===== src/rtl/seq_divider_pkg.sv =====
// Shared definitions for the sequential divider: state encoding, counter sizing
// and the full-adder cell the trial subtractor is built from.
package seq_divider_pkg;

  localparam logic [1:0] IDLE = 2'd0;
  localparam logic [1:0] RUN  = 2'd1;
  localparam logic [1:0] DONE = 2'd2;

  typedef enum logic [1:0] {
    ST_IDLE = IDLE,
    ST_RUN  = RUN,
    ST_DONE = DONE
  } state_e;

  // Counter must be able to hold WIDTH itself, hence WIDTH+1 codes.
  function automatic int cnt_width(input int width);
    return $clog2(width + 1);
  endfunction

  // Returns {carry_out, sum}.
  function automatic logic [1:0] full_add(input logic a, input logic b, input logic ci);
    return {(a & b) | (a & ci) | (b & ci), a ^ b ^ ci};
  endfunction

endpackage


===== src/rtl/seq_divider_if.sv =====
// Request/result bundle for the divider: requester drives start and operands,
// the divider returns busy, the done pulse and held results.
interface seq_divider_if #(
  parameter int WIDTH = 3
);

  logic             start;
  logic [WIDTH-1:0] dividend;
  logic [WIDTH-1:0] divisor;
  logic             busy;
  logic             done;
  logic [WIDTH-1:0] quotient;
  logic [WIDTH-1:0] remainder;
  logic             div_by_zero;

  modport master (
    output start, dividend, divisor,
    input  busy, done, quotient, remainder, div_by_zero
  );

  modport slave (
    input  start, dividend, divisor,
    output busy, done, quotient, remainder, div_by_zero
  );

endinterface


===== src/rtl/seq_divider_trial_subtractor.sv =====
// Combinational ripple subtractor a-b (b inverted, carry-in 1); zero latency.
// no_borrow is the final carry, i.e. high when a >= b.
module trial_subtractor
  import seq_divider_pkg::*;
#(
  parameter int N = 4
) (
  input  logic [N-1:0] a,
  input  logic [N-1:0] b,
  output logic [N-1:0] diff,
  output logic         no_borrow
);

  logic [N:0] carry;

  assign carry[0] = 1'b1;

  for (genvar i = 0; i < N; i++) begin : g_fa
    logic [1:0] fa_out;
    assign fa_out     = full_add(a[i], ~b[i], carry[i]);
    assign diff[i]    = fa_out[0];
    assign carry[i+1] = fa_out[1];
  end

  assign no_borrow = carry[N];

endmodule


===== src/rtl/seq_divider.sv =====
// Restoring divider, one quotient bit per clock: done WIDTH+1 cycles after accept
// (1 cycle for divide-by-zero); start is only sampled in IDLE, otherwise dropped.
module seq_divider
  import seq_divider_pkg::*;
#(
  parameter int WIDTH = 3
) (
  input logic          clk,
  input logic          rst_n,
  seq_divider_if.slave bus
);

  localparam int CW = cnt_width(WIDTH);

  state_e           state_q, state_d;
  logic [CW-1:0]    cnt_q, cnt_d;
  logic [WIDTH:0]   rem_q, rem_d;
  logic [WIDTH-1:0] quo_sr_q, quo_sr_d;
  logic [WIDTH-1:0] divisor_q, divisor_d;
  logic             busy_q, busy_d;
  logic             done_q, done_d;
  logic             dbz_q, dbz_d;
  logic [WIDTH-1:0] quotient_q, quotient_d;
  logic [WIDTH-1:0] remainder_q, remainder_d;

  logic [WIDTH:0]   trial_a;
  logic [WIDTH:0]   trial_b;
  logic [WIDTH:0]   trial_diff;
  logic             trial_ok;
  logic [WIDTH:0]   rem_next;
  logic [WIDTH-1:0] quo_next;

  // Top bit of R is shifted out every step; after a restore it is always zero.
  logic unused_rem_msb;
  assign unused_rem_msb = rem_q[WIDTH];

  assign trial_a = {rem_q[WIDTH-1:0], quo_sr_q[WIDTH-1]};
  assign trial_b = {1'b0, divisor_q};

  trial_subtractor #(
    .N (WIDTH + 1)
  ) u_trial_sub (
    .a         (trial_a),
    .b         (trial_b),
    .diff      (trial_diff),
    .no_borrow (trial_ok)
  );

  assign rem_next = trial_ok ? trial_diff : trial_a;
  assign quo_next = {quo_sr_q[WIDTH-2:0], trial_ok};

  always_comb begin
    state_d     = state_q;
    cnt_d       = cnt_q;
    rem_d       = rem_q;
    quo_sr_d    = quo_sr_q;
    divisor_d   = divisor_q;
    busy_d      = busy_q;
    done_d      = 1'b0;
    dbz_d       = dbz_q;
    quotient_d  = quotient_q;
    remainder_d = remainder_q;

    case (state_q)
      ST_IDLE: begin
        if (bus.start) begin
          divisor_d = bus.divisor;
          rem_d     = '0;
          quo_sr_d  = bus.dividend;
          cnt_d     = CW'(WIDTH);
          dbz_d     = 1'b0;
          if (bus.divisor == '0) begin
            state_d     = ST_DONE;
            done_d      = 1'b1;
            dbz_d       = 1'b1;
            quotient_d  = '1;
            remainder_d = bus.dividend;
          end else begin
            state_d = ST_RUN;
            busy_d  = 1'b1;
          end
        end
      end

      ST_RUN: begin
        rem_d    = rem_next;
        quo_sr_d = quo_next;
        cnt_d    = cnt_q - CW'(1);
        if (cnt_q == CW'(1)) begin
          state_d     = ST_DONE;
          busy_d      = 1'b0;
          done_d      = 1'b1;
          quotient_d  = quo_next;
          remainder_d = rem_next[WIDTH-1:0];
        end
      end

      ST_DONE: begin
        state_d = ST_IDLE;
      end

      default: begin
        state_d = ST_IDLE;
        busy_d  = 1'b0;
      end
    endcase
  end

  always_ff @(posedge clk or negedge rst_n) begin
    if (!rst_n) begin
      state_q     <= ST_IDLE;
      cnt_q       <= '0;
      rem_q       <= '0;
      quo_sr_q    <= '0;
      divisor_q   <= '0;
      busy_q      <= 1'b0;
      done_q      <= 1'b0;
      dbz_q       <= 1'b0;
      quotient_q  <= '0;
      remainder_q <= '0;
    end else begin
      state_q     <= state_d;
      cnt_q       <= cnt_d;
      rem_q       <= rem_d;
      quo_sr_q    <= quo_sr_d;
      divisor_q   <= divisor_d;
      busy_q      <= busy_d;
      done_q      <= done_d;
      dbz_q       <= dbz_d;
      quotient_q  <= quotient_d;
      remainder_q <= remainder_d;
    end
  end

  assign bus.busy        = busy_q;
  assign bus.done        = done_q;
  assign bus.div_by_zero = dbz_q;
  assign bus.quotient    = quotient_q;
  assign bus.remainder   = remainder_q;

endmodule


===== src/flat_wrapper.sv =====
// flat-port wrapper written by rule: the top's interface ports become plain ports
module seq_divider_flat import seq_divider_pkg::*;
#(
  parameter int WIDTH = 3
)
  (clk, rst_n, bus_start, bus_dividend, bus_divisor, bus_busy, bus_done, bus_quotient, bus_remainder, bus_div_by_zero);
  seq_divider_if #(.WIDTH(WIDTH)) bus_i ();
  input logic clk;
  input logic rst_n;
  input wire logic [$bits(bus_i.start)-1:0] bus_start;
  input wire logic [$bits(bus_i.dividend)-1:0] bus_dividend;
  input wire logic [$bits(bus_i.divisor)-1:0] bus_divisor;
  output wire logic [$bits(bus_i.busy)-1:0] bus_busy;
  output wire logic [$bits(bus_i.done)-1:0] bus_done;
  output wire logic [$bits(bus_i.quotient)-1:0] bus_quotient;
  output wire logic [$bits(bus_i.remainder)-1:0] bus_remainder;
  output wire logic [$bits(bus_i.div_by_zero)-1:0] bus_div_by_zero;
  assign bus_i.start = bus_start;
  assign bus_i.dividend = bus_dividend;
  assign bus_i.divisor = bus_divisor;
  assign bus_busy = bus_i.busy;
  assign bus_done = bus_i.done;
  assign bus_quotient = bus_i.quotient;
  assign bus_remainder = bus_i.remainder;
  assign bus_div_by_zero = bus_i.div_by_zero;
  seq_divider #(.WIDTH(WIDTH)) u_core (.clk(clk), .rst_n(rst_n), .bus(bus_i));
endmodule

===== config.mk =====
export PLATFORM = sky130hd
export DESIGN_NAME = seq_divider_flat
export DESIGN_NICKNAME = d
export VERILOG_FILES = /design/src/rtl/seq_divider_pkg.sv /design/src/rtl/seq_divider_if.sv /design/src/rtl/seq_divider_trial_subtractor.sv /design/src/rtl/seq_divider.sv /design/src/flat_wrapper.sv
export SDC_FILE = /design/constraint.sdc
export NUM_CORES = 1
export LEC_CHECK = 0
export ABC_AREA = 0
export BUFFER_PORTS_ARGS = -buffer_cell sky130_fd_sc_hd__buf_2
export CAP_MARGIN = 30
export CORE_UTILIZATION = 57
export CTS_CLUSTER_DIAMETER = 60
export DETAILED_ROUTE_END_ITERATION = 10
export GPL_ROUTABILITY_DRIVEN = 0
export PLACE_DENSITY = 0.81
export SLEW_MARGIN = 30
export SYNTH_ARGS = -nofsm -noshare
export SYNTH_HDL_FRONTEND = slang
export SYNTH_SLANG_ARGS = --single-unit

===== constraint.sdc =====
create_clock -name clk -period 5.9 [get_ports clk]
set_clock_uncertainty 0.05 [all_clocks]
set_input_delay 0 -clock clk [delete_from_list [all_inputs] [get_ports clk]]
set_output_delay 0 -clock clk [all_outputs]
set_load 0.01 [all_outputs]

### After elaboration in Yosys (flattened, before gate mapping)

Cells that the tools add are included.

* bitwise logic cells: 26
* add/sub/neg operators: 1
* reduce and logical (&&, ||, !) cells: 8
* muxes and demuxes: 27
* equality and inequality tests: 7

Operators with widths (number)
* $mux 3: 9
* $pmux 3 s2: 4
* $and 1x1->1: 8
* $mux 2: 4
* $or 1x1->1: 8
* $pmux 2 s2: 2
* $reduce_and 4->1: 2
* $mux 1: 6
* $reduce_and 2->1: 3
* $not 1->1: 5
* $xor 1x1->1: 5
* $eq 2x1->1 const B: 2
* $ne 2x1->1 const B: 2
* $ne 2x2->1 const B: 2
* $logic_not 3->1: 1
* $pmux 1 s3: 1
* $eq 2x2->1 const B: 1
* $logic_not 2->1: 1
* $pmux 1 s2: 1
* $reduce_bool 2->1: 1
* $sub 2x1->2 const B: 1

* register bits after elaboration: 22
* logic and storage cells: 79

### Longest topological paths before layout

Gate-level depths: netlist of run 1.

* depth after elaboration: 16
* gate-level depth with buffers: 8
* depth with buffers taken out: 8

### By module

A second synthesis of run 1 with hierarchy kept.

* cells, all modules: 100
* area total of the unflattened synthesis: 1067.3 um^2

Modules (own cells, without submodules)
* seq_divider: seq. area each 550.5 um^2, times used 1, cells an instance 88, area an instance 964.7 um^2
* trial_subtractor: seq. area each 0.0 um^2, times used 1, cells an instance 12, area an instance 102.6 um^2

### Worst setup path before layout of run 1

No wires, ideal clock.

* path type: register -> register
* start: reg u_core.quo_sr_q[2]
* end: reg u_core.remainder_q[0], in the netlist u_core.bus.remainder[0]
* path buffers: 0
* clock period less this slack: 2333 ps
* data required time: 5746 ps
* library setup time: 104 ps
* arrival: 2179 ps
* stages on the path, launching flop included: 9
* setup slack: 3567 ps
* cell sequence: dfrtp_1 > inv_1 > ha_1 > inv_1 > fa_1 > fa_1 > nor2_1 > mux2_2 > a221oi_1

* cells in the longest elaborated chain, start to end: 15
* elaborated cells between the ends (all ways): 19
* those cells by class: mux: 3; bitwise: 16

Ends and longest elaborated chain
* from (decl): line seq_divider.sv:18 `logic [WIDTH-1:0] quo_sr_q, quo_sr_d;`
* from (signal assigned): line seq_divider.sv:125 `quo_sr_q <= quo_sr_d;`
* $and 1x1->1: line seq_divider_pkg.sv:22 `return {(a & b) | (a & ci) | (b & ci), a ^ b ^ ci};`
* $or 1x1->1 (2 in series): line seq_divider_pkg.sv:22
* $and 1x1->1: line seq_divider_pkg.sv:22
* $or 1x1->1 (2 in series): line seq_divider_pkg.sv:22
* $and 1x1->1: line seq_divider_pkg.sv:22
* $or 1x1->1 (2 in series): line seq_divider_pkg.sv:22
* $and 1x1->1: line seq_divider_pkg.sv:22
* $or 1x1->1 (2 in series): line seq_divider_pkg.sv:22
* $mux 3 *: line seq_divider.sv:49 `assign rem_next = trial_ok ? trial_diff : trial_a;`
* $mux 3 *: line seq_divider.sv:89 `if (cnt_q == CW'(1)) begin`
* $pmux 3 s2 *: line seq_divider.sv:64 `case (state_q)`
* to (signal assigned): line seq_divider.sv:131 `remainder_q <= remainder_d;`
* to (decl): line seq_divider.sv:24 `logic [WIDTH-1:0] remainder_q, remainder_d;`

Mark *: on every way between the ends. The rest lies on a longest branch, timed or not. The select of a mux whose other input is x is not followed.
A chain may end at the register's enable or synchronous reset.

### Worst setup path after layout of run 1

Same ends and word-level chain as after synthesis.

==> results of run 1 <==
worst max-delay path, delay by kind of cell (launching register included):
family / cells / cell delay, ns
adders and majority gates: 3 / 0.90
DFF: 1 / 0.40
muxes: 1 / 0.39
and+or+nand+nor: 1 / 0.32
AOI/OAI and AO/OA: 1 / 0.24
buffers and inverters: 2 / 0.12
sequential cells by signal, indices dropped and copies added, names as in the netlist, 2 cells and up:
signal                count
u_core.bus.quotient       3
u_core.bus.remainder      3
u_core.divisor_q          3
u_core.quo_sr_q           3
u_core.rem_q              3
u_core.cnt_q              2
u_core.state_q            2
area by class of cell:
class | instances | share of cell area, %
repair buffers | 24 | 12.3
inverters | 11 | 3.28
well taps | 25 | 2.48
clock buffers | 3 | 1.79
multi-input cells | 67 | 34.1
flip-flops and latches | 22 | 43.7
clock inverters | 1 | 2.38
routing by layer:
layer	GRT usage (%)	vias up	part of all wire, %
met1	31.9	392	45
met5	0	-	0
met3	3.20	8	3.8
met2	42.1	32	49
met4	12.1	0	1.9
li1	-	397	-
through the flow:
stage	setup slack, ns	hold WS (ns)	power [uW]	std cells	util, %
after global placement	3.51	-0.0709	541	142	65.9
final	3.40	0.0800	673	153	73.0
after floorplan	3.57	-0.346	472	103	-
after CTS	3.38	0.0742	674	153	73.0
after global routing	3.29	0.0931	725	153	73.0
after detailed placement	3.40	-0.0618	553	142	65.9
cells in the final DEF (no fill, tap or decap), types with 2 or more instances in the layout:
| master | Yosys | routed |
|---|---|---|
| nor2_1 | 8 | 8 |
| dfrtp_1 | 22 | 22 |
| dlygate4sd3_1 | 0 | 7 |
| nand2_1 | 15 | 15 |
| a22oi_1 | 3 | 3 |
| inv_1 | 11 | 11 |
| a21oi_1 | 5 | 5 |
| mux2i_1 | 2 | 2 |
| a221oi_1 | 3 | 3 |
| fa_1 | 2 | 2 |
| o21ai_0 | 7 | 7 |
| ha_1 | 2 | 2 |
| nor3_1 | 4 | 4 |
| clkbuf_4 | 0 | 3 |
| nor2b_1 | 2 | 2 |
| buf_2 | 2 | 17 |
| o21ai_1 | 2 | 2 |
cell usage after synthesis:
| cell | count |
|---|---|
| nor3b_4 | 1 |
| inv_1 | 11 |
| nand3b_1 | 1 |
| or3_1 | 1 |
| a221oi_1 | 3 |
| o21bai_1 | 1 |
| nor2_1 | 8 |
| buf_6 | 1 |
| buf_2 | 2 |
| fa_1 | 2 |
| o22ai_1 | 1 |
| nand2b_1 | 1 |
| nand2_1 | 15 |
| and3b_1 | 1 |
| mux2_2 | 1 |
| ha_1 | 2 |
| o21ai_0 | 7 |
| nor3_1 | 4 |
| o21ai_1 | 2 |
| a2bb2oi_1 | 1 |
| a21oi_2 | 1 |
| dfrtp_1 | 22 |
| or3b_1 | 1 |
| o21a_1 | 1 |
| mux2i_1 | 2 |
| a22oi_1 | 3 |
| a21oi_1 | 5 |
| nor2b_1 | 2 |
timing repair:
action                    4_1_cts  5_1_grt
hold endpoints to repair       28        0
setup buffers                   0        0
hold buffers                    7        0
where the power goes:
part / leakage, uW / internal, uW / total [uW] / switching [uW]
registers: 0.000260 / 217 / 270 / 52.6
clock network: 0.0000279 / 68.7 / 115 / 46.3
logic: 0.000322 / 125 / 289 / 164
worst max path at each step:
stage                             startpoint  slack, ns                 endpoint  cells after the start
after floorplan           u_core.quo_sr_q[2]       3.57  u_core.bus.remainder[0]                      8
after global placement    u_core.quo_sr_q[2]       3.51  u_core.bus.remainder[0]                      8
after detailed placement  u_core.quo_sr_q[2]       3.40  u_core.bus.remainder[0]                      8
after CTS                 u_core.quo_sr_q[2]       3.38  u_core.bus.remainder[0]                      8
after global routing      u_core.quo_sr_q[2]       3.29  u_core.bus.remainder[0]                      8
final                     u_core.quo_sr_q[2]       3.40  u_core.bus.remainder[0]                      8
cells by family (layout without fill, tap and decap cells):
kind of cell,after synthesis,count (layout)
multiplexers,3,3
adder cells (fa/ha/maj),4,4
AND/OR/NAND/NOR,35,35
flip-flops,22,22
AO/OA/AOI/OAI,25,25
buffers and inverters,14,39
==> flow_summary.json, run 1 <==
{
  "outcome": "completed",
  "clk_pin_slew_worst_paths_ns": 0.12,
  "synth-seq-cells": 22,
  "ys_seq_area_share_pct": 52.8,
  "grt_max_degree": 23,
  "postRouteWirelength_um": 2200,
  "grt_pass1_wl_um": 3530,
  "syn_inst": 103,
  "multiInputGateArea_um2": 429,
  "port_buffers": 17,
  "crit_path_top_delay_cell": "dfrtp_1",
  "gr-total-overflow": 0,
  "ys_types": 28,
  "rrSetupSlack_ns": 3.40,
  "max_cap_violations": 0,
  "cts_buffers": 3,
  "core-area_mm2": 0.00173,
  "synth_top_area_share_pct": 52.8,
  "setup_viol": 0,
  "slowest_delay_ns": 0.40,
  "h-tree-depth": 1,
  "holdCritStartpoint": "bus_start",
  "die_width_um": 44.8,
  "drt_iter0_drc": 27,
  "finalHoldViolCount": 0,
  "die-area_mm2": 0.00200,
  "syn_area_mm2": 0.00104,
  "clock_sinks": 22,
  "ios": 18,
  "worstPathRequired_ns": 6.07,
  "clock.fmax_ghz": 0.399,
  "drtAntennaViolNets": 0,
  "rr_worst_depth": 8,
  "end_kind": "flip-flop",
  "r2r-end": "u_core.bus.remainder[0]",
  "synthSimpleGateAreaFrac_pct": 16.8,
  "final_area_mm2": 0.00126,
  "start_kind": "flip-flop",
  "synth.largest_area_cell": "dfrtp_1",
  "cts-root-buf": "clkbuf_4",
  "drive_gt1_share_pct": 18.8,
  "crit_type": "flip-flop to flip-flop",
  "min_path_type": "primary input to flip-flop",
  "worstSkewPairLatency_ns": 0.31,
  "final_nets": 142,
  "die_h_um": 44.8,
  "ir_drop_mv": 0.314,
  "postSynthNetCount": 116,
  "area_delta_synth_final_pct": 20.9,
  "r2r-start": "u_core.quo_sr_q[2]",
  "antenna_found_initial": 0,
  "cellLeakagePower_uw": 0.000610,
  "first_global_vias": 790,
  "max-slew-margin-rel_pct": 58.2,
  "fillers": 139,
  "seqCellArea_um2": 551,
  "cts_buffer_depth": 2,
  "synth_xor_area_share_pct": 0,
  "via_per_inst": 5.42,
  "cts_tree": "done",
  "slew_viol_final": 0,
  "synthAdderAreaFrac_pct": 6.24,
  "dr.pass1.iters": 5,
  "period_needed_ns": 2.50,
  "synth_top_family_by_area": "simple AND/OR/NAND/NOR gates",
  "min_path_cells": 4,
  "ys_warn_count": 0,
  "postSynthAreaPerCell_um2": 10.1,
  "synth_area_leaders": "dfrtp_1 (53%), nand2_1 (5.4%), inv_1 (4.0%)",
  "routedWlPerCell_um": 14.4,
  "setup_tns_ns": 0,
  "synth_compound_area_share_pct": 15.1,
  "cellPowerDensity_mw_per_mm2": 534,
  "post-route-period-util_pct": 42.4,
  "initial_core_util_pct": 60.4,
  "hpwl_um": 1490,
  "hold_end": "u_core.divisor_q[0]",
  "cts_resized": 0,
  "drc": 0,
  "placed_cell_area_mm2": 0.00114,
  "rows": 15,
  "cp_cell_sequence": "inv_1 -> ha_1 -> inv_1 -> fa_1 -> fa_1 -> nor2_1 -> mux2_2 -> a221oi_1",
  "grt_use_total_pct": 25.0,
  "antenna_cells": 0,
  "rsz0062_at_grt": "no",
  "worstPathArrival_ns": 2.67,
  "worst_slew_pin_slew_ns": 0.625,
  "cp_max_fo": 4,
  "muxShareOfSynthArea_pct": 3.00,
  "vias": 829
}
Note: power is estimated with default switching activity, not from simulation.
==> run 2, diff against run 1 <==
ABC_AREA = 1   (was 0)
CORE_UTILIZATION = 53   (was 57)
PLACE_DENSITY = 0.76   (was 0.81)
clock period = 2.6 ns   (was 5.9 ns; I/O delays follow)
==> flow_summary.json, run 2 <==
{
  "first_global_vias": 818,
  "min_path_type": "primary input to flip-flop",
  "via_per_inst": 4.87,
  "clock_sinks": 22,
  "p_switching_uw": 693,
  "async_flop_share_pct": 100,
  "min_path_cells": 6,
  "drt_iter0_drc": 22,
  "crit_type": "flip-flop to flip-flop",
  "rows": 15,
  "cts_tree": "done",
  "max_cap_violations": 0,
  "grt_max_degree": 23,
  "syn_area_mm2": 0.00106,
  "clock.fmax_ghz": 0.451,
  "ios": 18,
  "synth-seq-cells": 22,
  "outcome": "completed",
  "grt_pass1_wl_um": 3410,
  "grt_use_total_pct": 22.8,
  "slew_viol_final": 0,
  "finalHoldViolCount": 0,
  "ys_types": 20,
  "die-area_mm2": 0.00218,
  "rsz0062_at_grt": "no",
  "drc": 0,
  "pwr-share-clk_pct": 12.4,
  "routedWlPerCell_um": 11.7,
  "final_nets": 165,
  "synth_most_common_cell": "nand2_1",
  "hpwl_um": 1490,
  "multiInputGateArea_um2": 433,
  "postRouteWirelength_um": 2060,
  "seqCellArea_um2": 551,
  "r2r-end": "u_core.bus.remainder[2]",
  "drive_gt1_share_pct": 19.9,
  "gr-total-overflow": 0,
  "synth_area_leaders": "dfrtp_1 (52%), nand2_1 (15%), nand3_1 (6.1%)",
  "worstPathRequired_ns": 2.82,
  "combPwrFrac_pct": 50.3,
  "synthTopCellsByCount": "nand2_1 (42), dfrtp_1 (22), inv_1 (17)",
  "period_needed_ns": 2.22,
  "initial_core_util_pct": 58.7,
  "intPower_uw": 879,
  "cp_cell_sequence": "inv_1 -> ha_1 -> inv_1 -> fa_1 -> fa_1 -> nor2_1 -> nand3_1 -> nand3_1 -> nand2_1 -> nand2_1",
  "cts_buffers": 3,
  "max-slew-margin-rel_pct": 67.7,
  "die_h_um": 46.7,
  "antenna_found_initial": 0,
  "start_kind": "flip-flop",
  "rr_worst_depth": 10,
  "cts_buffer_depth": 2,
  "drtAntennaViolNets": 0,
  "ys_warn_count": 0,
  "port_buffers": 17,
  "post-route-period-util_pct": 85.3,
  "worstSkewPairLatency_ns": 0.32,
  "area_delta_synth_final_pct": 20.3,
  "crit_path_top_delay_cell": "dfrtp_1",
  "clk_pin_slew_worst_paths_ns": 0.12,
  "layout_common_cells": "nand2_1 (42), dfrtp_1 (22), inv_1 (17), buf_2 (17), nand3_1 (13)",
  "synth.largest_area_cell": "dfrtp_1",
  "cellPowerDensity_mw_per_mm2": 1230,
  "core-area_mm2": 0.00180,
  "antenna_cells": 0,
  "end_kind": "flip-flop",
  "cts_resized": 0,
  "die_width_um": 46.7,
  "synth_edf_count": 0,
  "hold_end": "u_core.bus.busy",
  "seqPwrFrac_pct": 37.3,
  "placed_cell_area_mm2": 0.00117,
  "ir_drop_mv": 0.750,
  "slowest_delay_ns": 0.40,
  "dr.pass1.iters": 4,
  "ys.flop_type": "dfrtp_1",
  "postSynthNetCount": 137,
  "postSynthAreaPerCell_um2": 8.54,
  "syn_inst": 124,
  "holdCritStartpoint": "bus_start",
  "crit_start": "u_core.quo_sr_q[2]",
  "fillers": 158,
  "worstPathArrival_ns": 2.44,
  "final_common_cell": "nand2_1",
  "ys_seq_area_share_pct": 52.0,
  "worst_slew_pin_slew_ns": 0.484,
  "r2r-start": "u_core.quo_sr_q[2]",
  "cts-root-buf": "clkbuf_4",
  "power_uw": 1570,
  "h-tree-depth": 1,
  "rrSetupSlack_ns": 0.38,
  "vias": 857,
  "cp_max_fo": 5,
  "cellLeakagePower_uw": 0.000704,
  "synth_top_area_share_pct": 52.0,
  "setup_tns_ns": 0,
  "postCtsSetupBuffers": 0,
  "hold_buffers": 7,
  "switching_share_pct": 44.1,
  "final_area_mm2": 0.00127,
  "setup_viol": 0
}
run 2: worst max-delay path by stage:
stage                                    endpoint
final                     u_core.bus.remainder[2]
after global routing      u_core.bus.remainder[2]
after CTS                 u_core.bus.remainder[2]
after detailed placement  u_core.bus.remainder[2]
after global placement    u_core.bus.remainder[2]
after floorplan           u_core.bus.remainder[0]
run 2: critical path: cells and delay by family, from the launching register on:
kind | cells | cell delay (ns)
simple gates | 5 | 0.66
flops | 1 | 0.40
buf+inv | 2 | 0.14
fa+ha+maj | 3 | 0.94
run 2: power groups by stage:
stage          Combinational [uW]  Sequential (uW)  Clock [uW]
6_report                      791              587         195
5_1_grt                       920              606         209
4_1_cts                       795              587         192
3_5_place_dp                  786              593           0
3_3_place_gp                  744              589           0
2_1_floorplan                 553              612           0
run 2: area by class of cell:
class / instances / share of cell area, %
Sequential cell: 22 / 43.2
Inverter: 18 / 5.30
Multi-Input combinational cell: 83 / 34.0
Clock buffer: 4 / 2.85
Tap cell: 25 / 2.46
Timing Repair Buffer: 24 / 12.2
run 2: per-stage QoR:
stage	hold slack [ns]	util (%)	setup WS, ns	instances
final	0.00728	70.7	0.382	176
after detailed placement	-0.0621	64.8	0.408	165
after CTS	0.0184	70.7	0.392	176
after global placement	-0.0654	64.8	0.535	165
after global routing	0.0341	70.7	0.207	176
after floorplan	-0.346	-	0.639	124
run 2: logic make-up after synthesis:
kind of cell,synth area share [%]
and+or+nand+nor,26.8
DFF,52.0
buffers and inverters,7.09
AOI/OAI and AO/OA,7.92
adders and majority gates,6.15
run 2: layer usage:
metal	global-route usage, %	part of all wire, %
met4	9.71	1.5
met3	3.53	2.4
met2	35.8	46
met1	31.0	50
met5	0	0
